===== src/rtl/tx_arbiter.sv =====
// Round-robin arbiter that shares one byte_ser/uart transmit path between NREQ message sources.
// Optional watchdog on the serializer drain enabled by defining TX_ARB_TIMEOUT_EN.
module tx_arbiter #(
  parameter int NREQ           = 2,
  parameter int TIMEOUT_CYCLES = 1024
) (
  input  logic                clk,
  input  logic                reset,
  input  logic [NREQ-1:0]     req,
  input  logic [NREQ*256-1:0] req_d,
  input  logic [NREQ*4-1:0]   req_bytecount,
  output logic [NREQ-1:0]     ack,
  output logic [NREQ-1:0]     done,
  output logic [255:0]        ser_d,
  output logic [3:0]          ser_bytecount,
  output logic                ser_begin,
  input  logic                ser_empty,
  output logic                busy,
  output logic                timeout,
  output logic [1:0]          state_dbg
);

  // Handshake: a requester holds req with a stable payload until it sees ack
  // (a one-cycle pulse at capture); done pulses once the serializer has drained.

  typedef enum logic [1:0] {IDLE, LAUNCH, WAIT_START, WAIT_DONE} state_t;

  if (NREQ < 1 || NREQ > 4) begin : g_bad_nreq
    $error("tx_arbiter: NREQ must be 1..4");
  end
  if (TIMEOUT_CYCLES < 1) begin : g_bad_timeout
    $error("tx_arbiter: TIMEOUT_CYCLES must be >= 1");
  end

  state_t      state;
  logic [1:0]  rr_ptr;
  logic [1:0]  owner;

  logic [3:0]   req4;
  logic         found;
  logic [1:0]   win;
  logic [255:0] win_d;
  logic [3:0]   win_cnt;

  assign state_dbg = state;

  function automatic logic [1:0] next_ptr(input logic [1:0] p);
    if (p == 2'(NREQ - 1)) return 2'd0;
    return p + 2'd1;
  endfunction

  function automatic logic [NREQ-1:0] onehot(input logic [1:0] p);
    logic [NREQ-1:0] o;
    o    = '0;
    o[0] = 1'b1;
    return o << p;
  endfunction

  // A requester whose zero-count ack is pulsing this cycle is masked so the
  // still-high req it is about to drop does not earn a second grant.
  always_comb begin
    req4            = '0;
    req4[NREQ-1:0]  = req & ~ack;
  end

  always_comb begin
    logic [2:0] s;
    found = 1'b0;
    win   = '0;
    s     = '0;
    for (int k = 0; k < NREQ; k++) begin
      s = {1'b0, rr_ptr} + 3'(k);
      if (s >= 3'(NREQ)) s = s - 3'(NREQ);
      if (!found && req4[s[1:0]]) begin
        found = 1'b1;
        win   = s[1:0];
      end
    end
  end

  always_comb begin
    win_d   = '0;
    win_cnt = '0;
    for (int i = 0; i < NREQ; i++) begin
      if (win == 2'(i)) begin
        win_d   = req_d[i*256 +: 256];
        win_cnt = req_bytecount[i*4 +: 4];
      end
    end
  end

`ifdef TX_ARB_TIMEOUT_EN
  localparam int CW = $clog2(TIMEOUT_CYCLES + 1);
  logic [CW-1:0] wd_cnt;
  logic          wd_hit;
  assign wd_hit = (wd_cnt == CW'(TIMEOUT_CYCLES - 1));
`endif

  always_ff @(posedge clk or posedge reset) begin
    if (reset) begin
      state         <= IDLE;
      rr_ptr        <= '0;
      owner         <= '0;
      ack           <= '0;
      done          <= '0;
      ser_begin     <= 1'b0;
      busy          <= 1'b0;
      ser_d         <= '0;
      ser_bytecount <= '0;
`ifdef TX_ARB_TIMEOUT_EN
      timeout       <= 1'b0;
      wd_cnt        <= '0;
`endif
    end else begin
      ack       <= '0;
      done      <= '0;
      ser_begin <= 1'b0;
`ifdef TX_ARB_TIMEOUT_EN
      timeout   <= 1'b0;
`endif
      case (state)
        IDLE: begin
          if (found) begin
            if (win_cnt != 4'd0) begin
              ser_d         <= win_d;
              ser_bytecount <= win_cnt;
              owner         <= win;
              ack           <= onehot(win);
              ser_begin     <= 1'b1;
              busy          <= 1'b1;
              state         <= LAUNCH;
            end else begin
              // Empty message: complete it on the spot without touching the serializer.
              ack    <= onehot(win);
              done   <= onehot(win);
              rr_ptr <= next_ptr(win);
            end
          end
        end
        LAUNCH: begin
          state <= WAIT_START;
`ifdef TX_ARB_TIMEOUT_EN
          wd_cnt <= '0;
`endif
        end
        WAIT_START: begin
          if (!ser_empty) begin
            state <= WAIT_DONE;
`ifdef TX_ARB_TIMEOUT_EN
            wd_cnt <= '0;
          end else if (wd_hit) begin
            timeout <= 1'b1;
            done    <= onehot(owner);
            rr_ptr  <= next_ptr(owner);
            busy    <= 1'b0;
            state   <= IDLE;
          end else begin
            wd_cnt <= wd_cnt + 1'b1;
`endif
          end
        end
        WAIT_DONE: begin
          if (ser_empty) begin
            done   <= onehot(owner);
            rr_ptr <= next_ptr(owner);
            busy   <= 1'b0;
            state  <= IDLE;
`ifdef TX_ARB_TIMEOUT_EN
          end else if (wd_hit) begin
            timeout <= 1'b1;
            done    <= onehot(owner);
            rr_ptr  <= next_ptr(owner);
            busy    <= 1'b0;
            state   <= IDLE;
          end else begin
            wd_cnt <= wd_cnt + 1'b1;
`endif
          end
        end
        default: state <= IDLE;
      endcase
    end
  end

`ifndef TX_ARB_TIMEOUT_EN
  assign timeout = 1'b0;
`endif

endmodule

===== config.mk =====
export PLATFORM = sky130hd
export DESIGN_NAME = tx_arbiter
export DESIGN_NICKNAME = d
export VERILOG_FILES = /design/src/rtl/tx_arbiter.sv
export SDC_FILE = /design/constraint.sdc
export NUM_CORES = 1
export LEC_CHECK = 0
export BUFFER_PORTS_ARGS = -buffer_cell sky130_fd_sc_hd__buf_4
export CAP_MARGIN = 20
export CORE_AREA = 2 2 306 308
export CTS_CLUSTER_SIZE = 16
export DETAILED_ROUTE_END_ITERATION = 6
export DIE_AREA = 0 0 308 310
export GPL_TIMING_DRIVEN = 0
export PLACE_DENSITY_LB_ADDON = 0.08
export SLEW_MARGIN = 20
export SYNTH_ARGS = -nofsm -noshare
export SYNTH_HDL_FRONTEND = slang
export SYNTH_SLANG_ARGS = --single-unit

===== constraint.sdc =====
create_clock -name clk -period 9.15 [get_ports clk]
set_clock_uncertainty 0.05 [all_clocks]
set_input_delay 0.4575 -clock clk [delete_from_list [all_inputs] [get_ports clk]]
set_output_delay 0.4575 -clock clk [all_outputs]
set_load 0.03 [all_outputs]

Yosys cells after proc, flatten, opt, wreduce, memory -nomap -nowiden
Index checks and enable logic that the tools add are counted.
{ "op_classes": {"addsub": 5, "magnitude_cmp": 4, "eq_ne": 10, "shifts": 2, "mux": 47, "n_bitwise": 2, "reduce_logical": 10} }
{ "ops": {"columns": ["operator", "count"], "rows": [
  ["2-to-1 mux 256 bit", 2],
  ["2-to-1 mux 2 bit", 20],
  ["2-to-1 mux 1 bit", 17],
  ["AND reduction 4 bit", 3],
  ["!= test 2 bit, second input constant", 5],
  ["2-to-1 mux 4 bit", 2],
  ["case mux 2 bit (2 select lines)", 2],
  ["case mux 2 bit (4 select lines)", 1],
  ["== test 2 x 1 -> 1 bit, second input constant", 3],
  ["< comparator 2 x 3 -> 1 bit, second input constant", 2],
  ["adder 2 x 1 -> 2 bit, second input constant", 2],
  ["binary-select mux 1 bit (select 2 bit)", 2],
  ["== test 2 bit, second input constant", 2],
  ["logical NOT 2 bit", 2],
  ["nonzero test 4 bit", 1],
  ["<< shifter 1 x 2 -> 2 bit, first input constant", 2],
  ["subtractor 2 bit, second input constant", 2],
  ["adder 2 x 1 -> 3 bit, second input constant", 1],
  [">= comparator 3 x 2 -> 1 bit, second input constant", 1],
  ["AND reduction 3 bit", 1],
  ["bitwise AND 2 bit", 1],
  [">= comparator 2 bit, second input constant", 1],
  ["NOT 2 bit", 1],
  ["case mux 1 bit (2 select lines)", 1],
  ["other kinds (3)", 3]
]} }
{ "totals": {"regBits": 272, "output_inout_bits": 269, "word_cells": 89} }

Depth between registers and ports, before layout
Gate-level depths: netlist of run 1.
{ "depth": {"depth_word": 19, "mapped_depth": 8} }

Least setup slack after synthesis of run 1
No wires, ideal clock.
{ "synth_timing": {"kind": "reg-to-reg", "start": "register ack[1]", "end": "register ser_d[181]", "arrival_ps": 1980, "setup_slack_ps": 6995, "stages_incl_launch_ff": 7, "synth_period_minus_slack_ps": 2155, "cell_sequence": "dfrtp_1 nand2b_1 nor2_2 buf_2 buf_2 mux2_2 mux2_4"} }
{ "synth_via": {"elab_chain_len": 13, "word_cells_on_any_way": 20, "classes_between": "eq/ne (1); mux (12); bitwise (2); reduce/logical (5)"} }
{ "synth_lines": {"columns": ["element", "line_no", "text"], "rows": [
  ["from (decl)", "12", "output logic [NREQ-1:0] ack,"],
  ["from (signal assigned)", "128", "ack <= onehot(win);"],
  ["from (signal assigned)", "134", "ack <= onehot(win);"],
  ["NOT 2 bit *", "63", "req4[NREQ-1:0] = req & ~ack;"],
  ["bitwise AND 2 bit *", "63", null],
  ["binary-select mux 1 bit (select 2 bit)", "74", "if (!found && req4[s[1:0]]) begin"],
  ["2-to-1 mux 1 bit (implied by the code)", "74", null],
  ["2-to-1 mux 1 bit", "74", null],
  ["logical NOT 1 bit", "74", null],
  ["logical AND 1 bit", "74", null],
  ["2-to-1 mux 2 bit", "74", null],
  ["logical NOT 2 bit", "85", "if (win == 2'(i)) begin"],
  ["2-to-1 mux 4 bit (2 in series)", "85", null],
  ["nonzero test 4 bit", "124", "if (win_cnt != 4'd0) begin"],
  ["AND reduction 3 bit (no line)", null, null],
  ["to (signal assigned)", "125", "ser_d <= win_d;"],
  ["to (decl)", "14", "output logic [255:0] ser_d,"]
]} }
Every way passes the cells marked *; elsewhere a longest branch is shown, timed or not. The select of a mux whose other input is x is not followed.
A chain may end at the register's enable or synchronous reset.

Worst setup path in the final report of run 1
{ "layout_timing": {"start": "register ack[1]", "end": "register ser_d[132]"} }
The elaborated chain is that of the path after synthesis.

==> results of run 1 <==
-- timing repair --
item	in CTS	in global routing
endpoints found under the hold margin	53	0
setup endpoints to repair	0	0
hold buffers	1	0
-- metrics by stage --
step,setup WS [ps],util (%)
after floorplan,1150,-
after CTS,5860,25.3
after detailed placement,5750,23.9
final,6060,25.3
after global placement,-3790,23.8
after global routing,5790,25.3
-- power groups by stage --
stage / Clock [uW] / Sequential (uW) / Combinational, uW
finish: 1540 / 2190 / 4960
global route: 1670 / 2280 / 5230
CTS: 1620 / 2200 / 5080
detailed placement: 0 / 2200 / 5060
global placement: 0 / 2200 / 5070
floorplan: 0 / 3370 / 2010
-- sequential cells by signal, indices dropped and copies added (netlist names) --
register	cells
state_dbg	2
ser_d	256
owner	2
ser_bytecount	4
ser_begin	1
rr_ptr	2
done	2
ack	2
busy	1
-- path summary, 6_finish.rpt --
kind                               endpoint
min in group asynchronous         ser_d[56]
hold / removal             ser_bytecount[0]
hold reg to reg                    ser_d[2]
setup reg to reg                 ser_d[132]
max in group asynchronous        ser_d[205]
setup / recovery                 ser_d[132]
-- cell type report --
class,count,share of cell area (%)
antenna,1,0.0107
sequential,272,29.1
timing repair buffer,796,25.9
clock inverter,10,0.573
clock buffer,56,4.89
inverter,6,0.139
buffer,60,2.76
multi-input combinational,587,30.2
tap,1197,6.41
-- critical path, delay by kind of cell, from the launching register on --
family	cells	cell delay (ps)
simple gates	2	970
buf+inv	2	900
mux	2	650
flops	1	390
-- cell families (layout without fill, tap and decap cells) --
group           Yosys count  count (layout)  share of synthesized area [%]
compound gates           21              21                           1.11
fa+ha+maj                 3               3                          0.258
buf+inv                  66             928                           4.61
flops                   272             272                           46.8
mux                     521             521                           45.5
other cells               1               2                         0.0258
simple gates             41              41                           1.69
-- Yosys cell counts, types with 2 or more instances --
cell type,count,area [um^2]
nor2_1,5,18.8
ha_1,3,37.5
mux2_4,199,2990
dfrtp_1,272,6810
o211ai_1,4,30.0
nand2_1,14,52.6
buf_4,8,60.1
mux2i_1,3,30.0
or3b_1,2,17.5
clkbuf_1,8,30.0
buf_2,20,100
or4_1,2,15.0
nand4_1,2,12.5
nor2b_1,2,12.5
a31oi_1,3,18.8
nor4_1,2,12.5
buf_12,22,440
inv_1,5,18.8
a21oi_1,2,10.0
mux2_1,26,293
nor3_1,4,20.0
mux2_2,293,3300
-- metal layers --
layer | vias to the layer above | global-route usage, %
met3 | 70 | 5.12
met2 | 496 | 23.1
met5 | - | 0
met4 | 6 | 3.11
li1 | 5045 | -
met1 | 5255 | 12.7
==> flow_metrics.tcl, run 1 <==
set metrics [dict create \
    min_path_type "input pin to flip-flop" \
    clockBufferDepth 3 \
    finalSetupViolCount 0 \
    period_needed_ps 3090 \
    synthArstFlopShare_pct 100 \
    power_uw 8690 \
    finalMaxSlewViolations 0 \
    cts_tree "done" \
    vias 10872 \
    fin_cells 2985 \
    rsz0062_at_grt "no" \
    power_frac_comb_pct 57.1 \
    wl_mm 62.4 \
    intPower_uw 5160 \
    start_util_pct 15.7 \
    grt_pass1_vias 12106 \
    layout_commonest_cell "buf_4" \
    rows 112 \
    r2r_cells 6 \
    synthesis.area_um2 14500 \
    seq_area_um2 6810 \
    io_pins 794 \
    hp-start "req_bytecount[0]" \
    finalCritPeriodShare_pct 33.7 \
    grt_max_degree 89 \
    drv_cap 0 \
    grt_usage_pct 12.4 \
    dr_wl_met2_mm 33.0 \
    cts_sinks 272 \
    drive_above_1_share_pct 78.5 \
    crit_type "flip-flop to flip-flop" \
    cpPeakStageDelay_ps 740 \
    top_layer "met5" \
    io_buffers 792 \
    leakage_uw 0.0109 \
    ant_nets 0 \
    grt_pass1_wl_mm 85.9 \
    final_area_um2 23400 \
    ys_seq_elements 272 \
    outcome "finished, final reports clean" \
    dieArea_um2 95500 \
    syn-num-nets 1453 \
    p_sw_share_pct 40.6 \
    hold_path_depth 3 \
    postCtsSetupBuffers 0 \
    die_x_um 308 \
    synth_ff_type "dfrtp_1" \
    netlist_instances 925 \
    avgSynthCellArea_um2 15.7 \
    yosysUniqueCellTypes 46 \
    startpoint "ack[1]" \
    finalHoldViolCount 0 \
    coreArea_um2 92500 \
    whs_ps 194 \
    r2r_slack_ps 6060 \
    seq_power_share_pct 25.2 \
    cts.htree.levels 2 \
    firstDrtPassIters 4 \
    fmax_mhz 324 \
    wl_per_cell_um 20.9 \
    fillers 9757 \
    relSlewSlack_pct 39.6 \
    drc 0 \
    required_ps 9520 \
    dr.first_iter.drc_count 297 \
    fin_nets 2291 \
    dr_wl_met3_mm 6.27 \
    die_y_um 310 \
    wl_met1_mm 21.7 \
    cts_resized 0 \
    grt_overflow 0 \
    ir_drop_mv 0.112 \
    synth_edf_count 0 \
    power_switching_uw 3530 \
    crit_fanout 10 \
    layout_common_cells "buf_4 (800), mux2_2 (293), dfrtp_1 (272)" \
    syn_to_final_growth_pct 60.7 \
    antenna_found_initial 6 \
    tns_ps 0 \
    crit_path_frequent_cell "buf_2" \
    cts_buffers 40 \
    worst_setup_path_end_kind "flip-flop" \
    startpoint_type "flip-flop" \
    multi_input_area_um2 7060 \
    crit_path_cell_trace "nand2b_1 > nor2_2 > buf_2 > buf_2 > mux2_2 > mux2_4" \
    slowest_stage "nor2_2" \
    reg2reg_from "ack[1]" \
    place_congestion 0.760 \
    insertion_delay_ps 540 \
    yosysWarningCount 0 \
    hpwlAfterDp_mm 49.6 \
    cts_root_buf "clkbuf_16" \
    dp.cells 2917 \
    ys_seq_area_share_pct 46.8 \
    clk_pin_slew_ps 50 \
    dpl_cell_area_um2 22100 \
    worstPathArrival_ps 3460 \
    worst_pin_slew_ps 905 \
    pwr-share-clk_pct 17.8 \
    avgViaCountPerCell 3.64 \
    powerDensity_nw_per_um2 372 \
]
(Power assumes the default switching activity.)
==> run 2, diff against run 1 <==
==> constraint.sdc (replaced) <==
create_clock -name clk -period 2.49 [get_ports clk]
set_clock_uncertainty 0.05 [all_clocks]
set_input_delay 0.1245 -clock clk [delete_from_list [all_inputs] [get_ports clk]]
set_output_delay 0.1245 -clock clk [all_outputs]
set_load 0.03 [all_outputs]
==> run 2 against run 1 <==
Net effect:
- utilization rose by 5.8 points
- sequential share of layout area fell by 5.5 points
- largest cell class is now non-clock buffers
- clock power rose to 3.6 times the previous value
- critical path depth rose by 1
- highest routed layer unchanged
- sequential cell count did not move
- power rose to 3.8 times the previous value
==> flow_metrics.tcl, run 2 (synthesis gave the netlist of run 1 again) <==
set metrics [dict create \
    reg2reg_from "rr_ptr[0]" \
    grt_pass1_wl_mm 93.4 \
    ir_drop_mv 0.612 \
    finalCritPeriodShare_pct 95.4 \
    worst_setup_path_end_kind "flip-flop" \
    hp-start "req[1]" \
    power_frac_comb_pct 58.3 \
    p_sw_share_pct 40.5 \
    place_congestion 0.761 \
    fillers 9410 \
    finalMaxSlewViolations 0 \
    rsz0062_at_grt "yes" \
    clockBufferDepth 3 \
    grt_pass1_vias 14735 \
    syn_to_final_growth_pct 97.8 \
    firstDrtPassIters 4 \
    top_regs "ser_d (256), ser_bytecount (4)" \
    grt_usage_pct 13.1 \
    power_switching_uw 13200 \
    largest_reg_flops 256 \
    ant_nets 0 \
    wl_mm 66.6 \
    layout_common_cells "buf_4 (804), dlygate4sd3_1 (524), mux2_2 (293)" \
    crit_path_frequent_cell "buf_12" \
    grt_max_degree 30 \
    path_delay_family "simple AND/OR/NAND/NOR gates" \
    crit_buf_inv 3 \
    fin_ws_ps 116 \
    period_needed_ps 2370 \
    leakage_uw 0.0131 \
    required_ps 2860 \
    io_pins 794 \
    multi_input_area_um2 7070 \
    grt_overflow 0 \
    cts_root_buf "clkbuf_16" \
    wl_per_cell_um 18.9 \
    pwr-share-clk_pct 17.0 \
    die_x_um 308 \
    fmax_mhz 421 \
    cts_sinks 272 \
    worstPathArrival_ps 2740 \
    tns_ps 0 \
    crit_type "flip-flop to flip-flop" \
    rows 112 \
    dp_slack_ps -855 \
    startpoint_type "flip-flop" \
    slowest_stage "dfrtp_1" \
    powerDensity_nw_per_um2 1140 \
    dieArea_um2 95500 \
    largest_register "ser_d" \
    io_buffers 792 \
    dr.first_iter.drc_count 323 \
    layout_commonest_cell "buf_4" \
    cts.htree.levels 2 \
    vias 13063 \
    seq_area_um2 6810 \
    crit_path_cell_trace "or3b_1 > nand3_2 > nand4_4 > inv_4 > buf_12 > buf_12 > mux2_4" \
    start_util_pct 15.7 \
    finalHoldViolCount 0 \
    avgViaCountPerCell 3.71 \
    power_uw 32700 \
    min_path_type "input pin to flip-flop" \
    drive_above_1_share_pct 61.1 \
    hpwlAfterDp_mm 50.2 \
    coreArea_um2 92500 \
    outcome "finished, final reports clean" \
    cts_buffers 40 \
    dp.cells 2924 \
    die_y_um 310 \
    fin_cells 3521 \
    drc 0 \
    antenna_found_initial 3 \
    clk_pin_slew_ps 60 \
    drv_cap 0 \
    crit_fanout 10 \
    worst_pin_slew_ps 671 \
    finalSetupViolCount 0 \
    relSlewSlack_pct 54.9 \
    intPower_uw 19400 \
    cpPeakStageDelay_ps 460 \
    seq_power_share_pct 24.7 \
    whs_ps 82.5 \
    insertion_delay_ps 540 \
    startpoint "rr_ptr[0]" \
    cts_tree "done" \
    fin_nets 2822 \
]
==> run 2: final cells by class <==
class                      instances  share of cell area [%]
tap                             1197                    5.21
timing repair buffer            1328                    39.7
clock inverter                     4                  0.0827
clock buffer                      66                    4.31
inverter                           6                   0.100
buffer                            59                    2.36
sequential                       272                    23.7
multi-input combinational        587                    24.6
antenna                            2                  0.0174
==> run 2: per-layer routing <==
metal | part of all wire [%] | GRT usage, % | vias to the layer above
met5 | 0.024 | 0 | -
met4 | 3.5 | 4.65 | 2
met3 | 7.8 | 4.10 | 112
met1 | 36 | 13.8 | 6315
met2 | 52 | 24.5 | 525
li1 | - | - | 6109
==> run 2: what timing repair did <==
action	in CTS	in global routing
hold buffers	524	0
pin swaps	1	0
setup buffers	2	0
gates resized for setup	8	17
endpoints found under the hold margin	357	0
endpoints found under the setup margin	260	239
==> run 2: final timing paths <==
| check | endpoint | slack, ps | depth (start not counted) |
|---|---|---|---|
| setup / recovery | ser_d[134] | 120 | 7 |
| hold / removal | ack[1] | 80 | 3 |
| setup reg to reg | ser_d[134] | 120 | 7 |
| hold reg to reg | ser_bytecount[0] | 450 | 1 |
| max in group asynchronous | ser_d[227] | 1040 | 7 |
| min in group asynchronous | ser_d[37] | 130 | 3 |
==> run 2: stage by stage <==
stage                     area, um^2  utilization, %
after floorplan                14500               -
after global placement         22000            23.8
after detailed placement       22200            24.0
after CTS                      28700            31.1
after global routing           28800            31.1
final                          28800            31.1
==> run 2: power by group through the flow <==
stage	Combinational [uW]	Sequential [uW]	Clock [uW]
floorplan	7370	12400	0
global placement	18700	8100	0
detailed placement	18600	8100	0
CTS	19400	8090	5840
global route	20100	8380	6030
finish	19100	8070	5560
==> run 2: worst register-to-register path, cell delays in order (launching register included) <==
cell,delay (ps)
dfrtp_1,460
or3b_1,420
nand3_2,160
nand4_4,160
inv_4,240
buf_12,240
buf_12,210
mux2_4,320
==> run 3, diff against run 2 <==
--- a/config.mk
+++ b/config.mk
@@ -13,6 +13,7 @@
 export DIE_AREA = 0 0 308 310
 export GPL_TIMING_DRIVEN = 0
 export PLACE_DENSITY_LB_ADDON = 0.08
+export SETUP_SLACK_MARGIN = 0.2
 export SLEW_MARGIN = 20
 export SYNTH_ARGS = -nofsm -noshare
 export SYNTH_HDL_FRONTEND = slang
==> run 3 against run 2 <==
Net effect:
- non-clock buffer count increased by 6
- maximum frequency is 4.2% higher
- sequential cell count is the same
- largest cell class unchanged
- largest power group unchanged
- wire length up 0.28%
- power up 0.68%
==> flow_metrics.tcl, run 3 (synthesis gave the netlist of run 1 again) <==
set metrics [dict create \
    outcome "finished, final reports clean" \
    cpPeakStageDelay_ps 390 \
    avgViaCountPerCell 3.71 \
    hpwlAfterDp_mm 50.2 \
    period_needed_ps 2280 \
    power_frac_comb_pct 58.6 \
    crit_buf_inv 3 \
    finalCritPeriodShare_pct 91.5 \
    crit_path_cell_trace "nand2b_2 > nor2_4 > buf_4 > buf_4 > clkbuf_2 > mux2_2 > mux2_2" \
    largest_reg_flops 256 \
    ir_drop_mv 0.613 \
    cts_root_buf "clkbuf_16" \
    syn_to_final_growth_pct 99.3 \
    powerDensity_nw_per_um2 1140 \
    slowest_stage "mux2_2" \
    drive_above_1_share_pct 61.4 \
    io_pins 794 \
    fillers 9401 \
    fin_cells 3527 \
    crit_type "flip-flop to flip-flop" \
    final_area_um2 29000 \
    top_regs "ser_d (256), ser_bytecount (4)" \
    dpl_cell_area_um2 22200 \
    p_sw_share_pct 40.3 \
    whs_ps 134 \
    finalSetupViolCount 0 \
    die_y_um 310 \
    start_util_pct 15.7 \
    vias 13082 \
    clk_pin_slew_ps 60 \
    leakage_uw 0.0132 \
    wl_per_cell_um 18.9 \
    grt_max_degree 30 \
    coreArea_um2 92500 \
    worst_setup_path_end_kind "flip-flop" \
    grt_pass1_wl_mm 93.3 \
    min_path_type "input pin to asynchronous set/reset pin" \
    cts.htree.levels 2 \
    dr.first_iter.drc_count 315 \
    seq_power_share_pct 24.5 \
    drc 0 \
    fmax_mhz 439 \
    insertion_delay_ps 540 \
    worstPathArrival_ps 2640 \
    worst_pin_slew_ps 621 \
    required_ps 2850 \
    finalHoldViolCount 0 \
    pwr-share-clk_pct 16.9 \
    relSlewSlack_pct 58.2 \
    die_x_um 308 \
    startpoint_type "flip-flop" \
    fin_nets 2828 \
    cts_tree "done" \
    firstDrtPassIters 4 \
    wl_mm 66.8 \
    io_buffers 792 \
    cts_buffers 40 \
    cts_sinks 272 \
    dieArea_um2 95500 \
    grt_usage_pct 13.1 \
    power_switching_uw 13300 \
    clockBufferDepth 3 \
    layout_commonest_cell "buf_4" \
    grt_pass1_vias 14751 \
    reg2reg_from "ack[1]" \
    startpoint "ack[1]" \
    dp.cells 2924 \
    path_delay_family "multiplexers" \
    place_congestion 0.761 \
    ant_nets 0 \
    drv_cap 0 \
    intPower_uw 19600 \
    finalMaxSlewViolations 0 \
    layout_common_cells "buf_4 (812), dlygate4sd3_1 (525), mux2_2 (293)" \
    antenna_found_initial 3 \
    crit_fanout 10 \
    rows 112 \
    largest_register "ser_d" \
    tns_ps 0 \
    rsz0062_at_grt "yes" \
    grt_overflow 0 \
]
[run 3: cell count changes in the layout (fill, tap and decap cells not counted), moves of 3 or more]
cell and change:
clkbuf_2 -3, buf_2 -9, buf_6 +8, clkbuf_4 -3, buf_4 +8
[run 3: cell type report]
| type | count | area [um^2] | share of cell area [%] |
|---|---|---|---|
| antenna | 2 | 5.00 | 0.0173 |
| clock buffer | 66 | 1240 | 4.28 |
| timing repair buffer | 1334 | 11500 | 39.6 |
| multi-input combinational | 587 | 7080 | 24.5 |
| buffer | 59 | 797 | 2.75 |
| tap | 1197 | 1500 | 5.17 |
| clock inverter | 4 | 23.8 | 0.0821 |
| inverter | 6 | 38.8 | 0.134 |
| sequential | 272 | 6810 | 23.5 |
[run 3: power by group through the flow]
stage	clock, uW	combinational, uW	sequential (uW)
CTS	5840	19500	8090
global placement	0	18700	8100
detailed placement	0	18600	8100
floorplan	0	7370	12400
finish	5550	19300	8070
global route	6030	20300	8390
[run 3: worst paths after layout]
| check | end | slack [ps] | cells past startpoint |
|---|---|---|---|
| worst min register to register | ser_d[206] | 450 | 1 |
| worst max-delay path | ser_d[253] | 210 | 7 |
| worst min-delay path | ser_d[37] | 130 | 3 |
| max in group asynchronous | ser_d[227] | 1040 | 7 |
| worst max register to register | ser_d[253] | 210 | 7 |
| min in group clk | ack[0] | 170 | 5 |
[run 3: timing repair]
| action | CTS | global route |
|---|---|---|
| endpoints found under the setup margin | 261 | 232 |
| cloned | 0 | 1 |
| buffers inserted | 4 | 2 |
| hold buffers | 525 | 0 |
| gates resized for setup | 32 | 39 |
| pin swaps | 2 | 2 |
| hold endpoints to repair | 358 | 0 |
[run 3: per-stage QoR]
step	worst slack [ps]	power [uW]	utilization (%)
2_1_floorplan	-1280	19700	-
3_3_place_gp	-3870	26800	23.8
3_5_place_dp	-855	26700	24.0
4_1_cts	60.2	33400	31.2
5_1_grt	119	34700	31.3
6_report	210	32900	31.3
[run 3: metal layers]
layer / share of wire, % / GRT usage (%) / up-vias
met5: 0.024 / 0 / -
met4: 3.5 / 4.66 / 2
met3: 7.8 / 4.10 / 111
met2: 52 / 24.5 / 537
met1: 36 / 13.8 / 6313
li1: - / - / 6119
[run 3: tightest hold or removal path, cell delays in order]
cell and delay [ps]:
dlygate4sd3_1 540, buf_4 140, clkinvlp_4 340
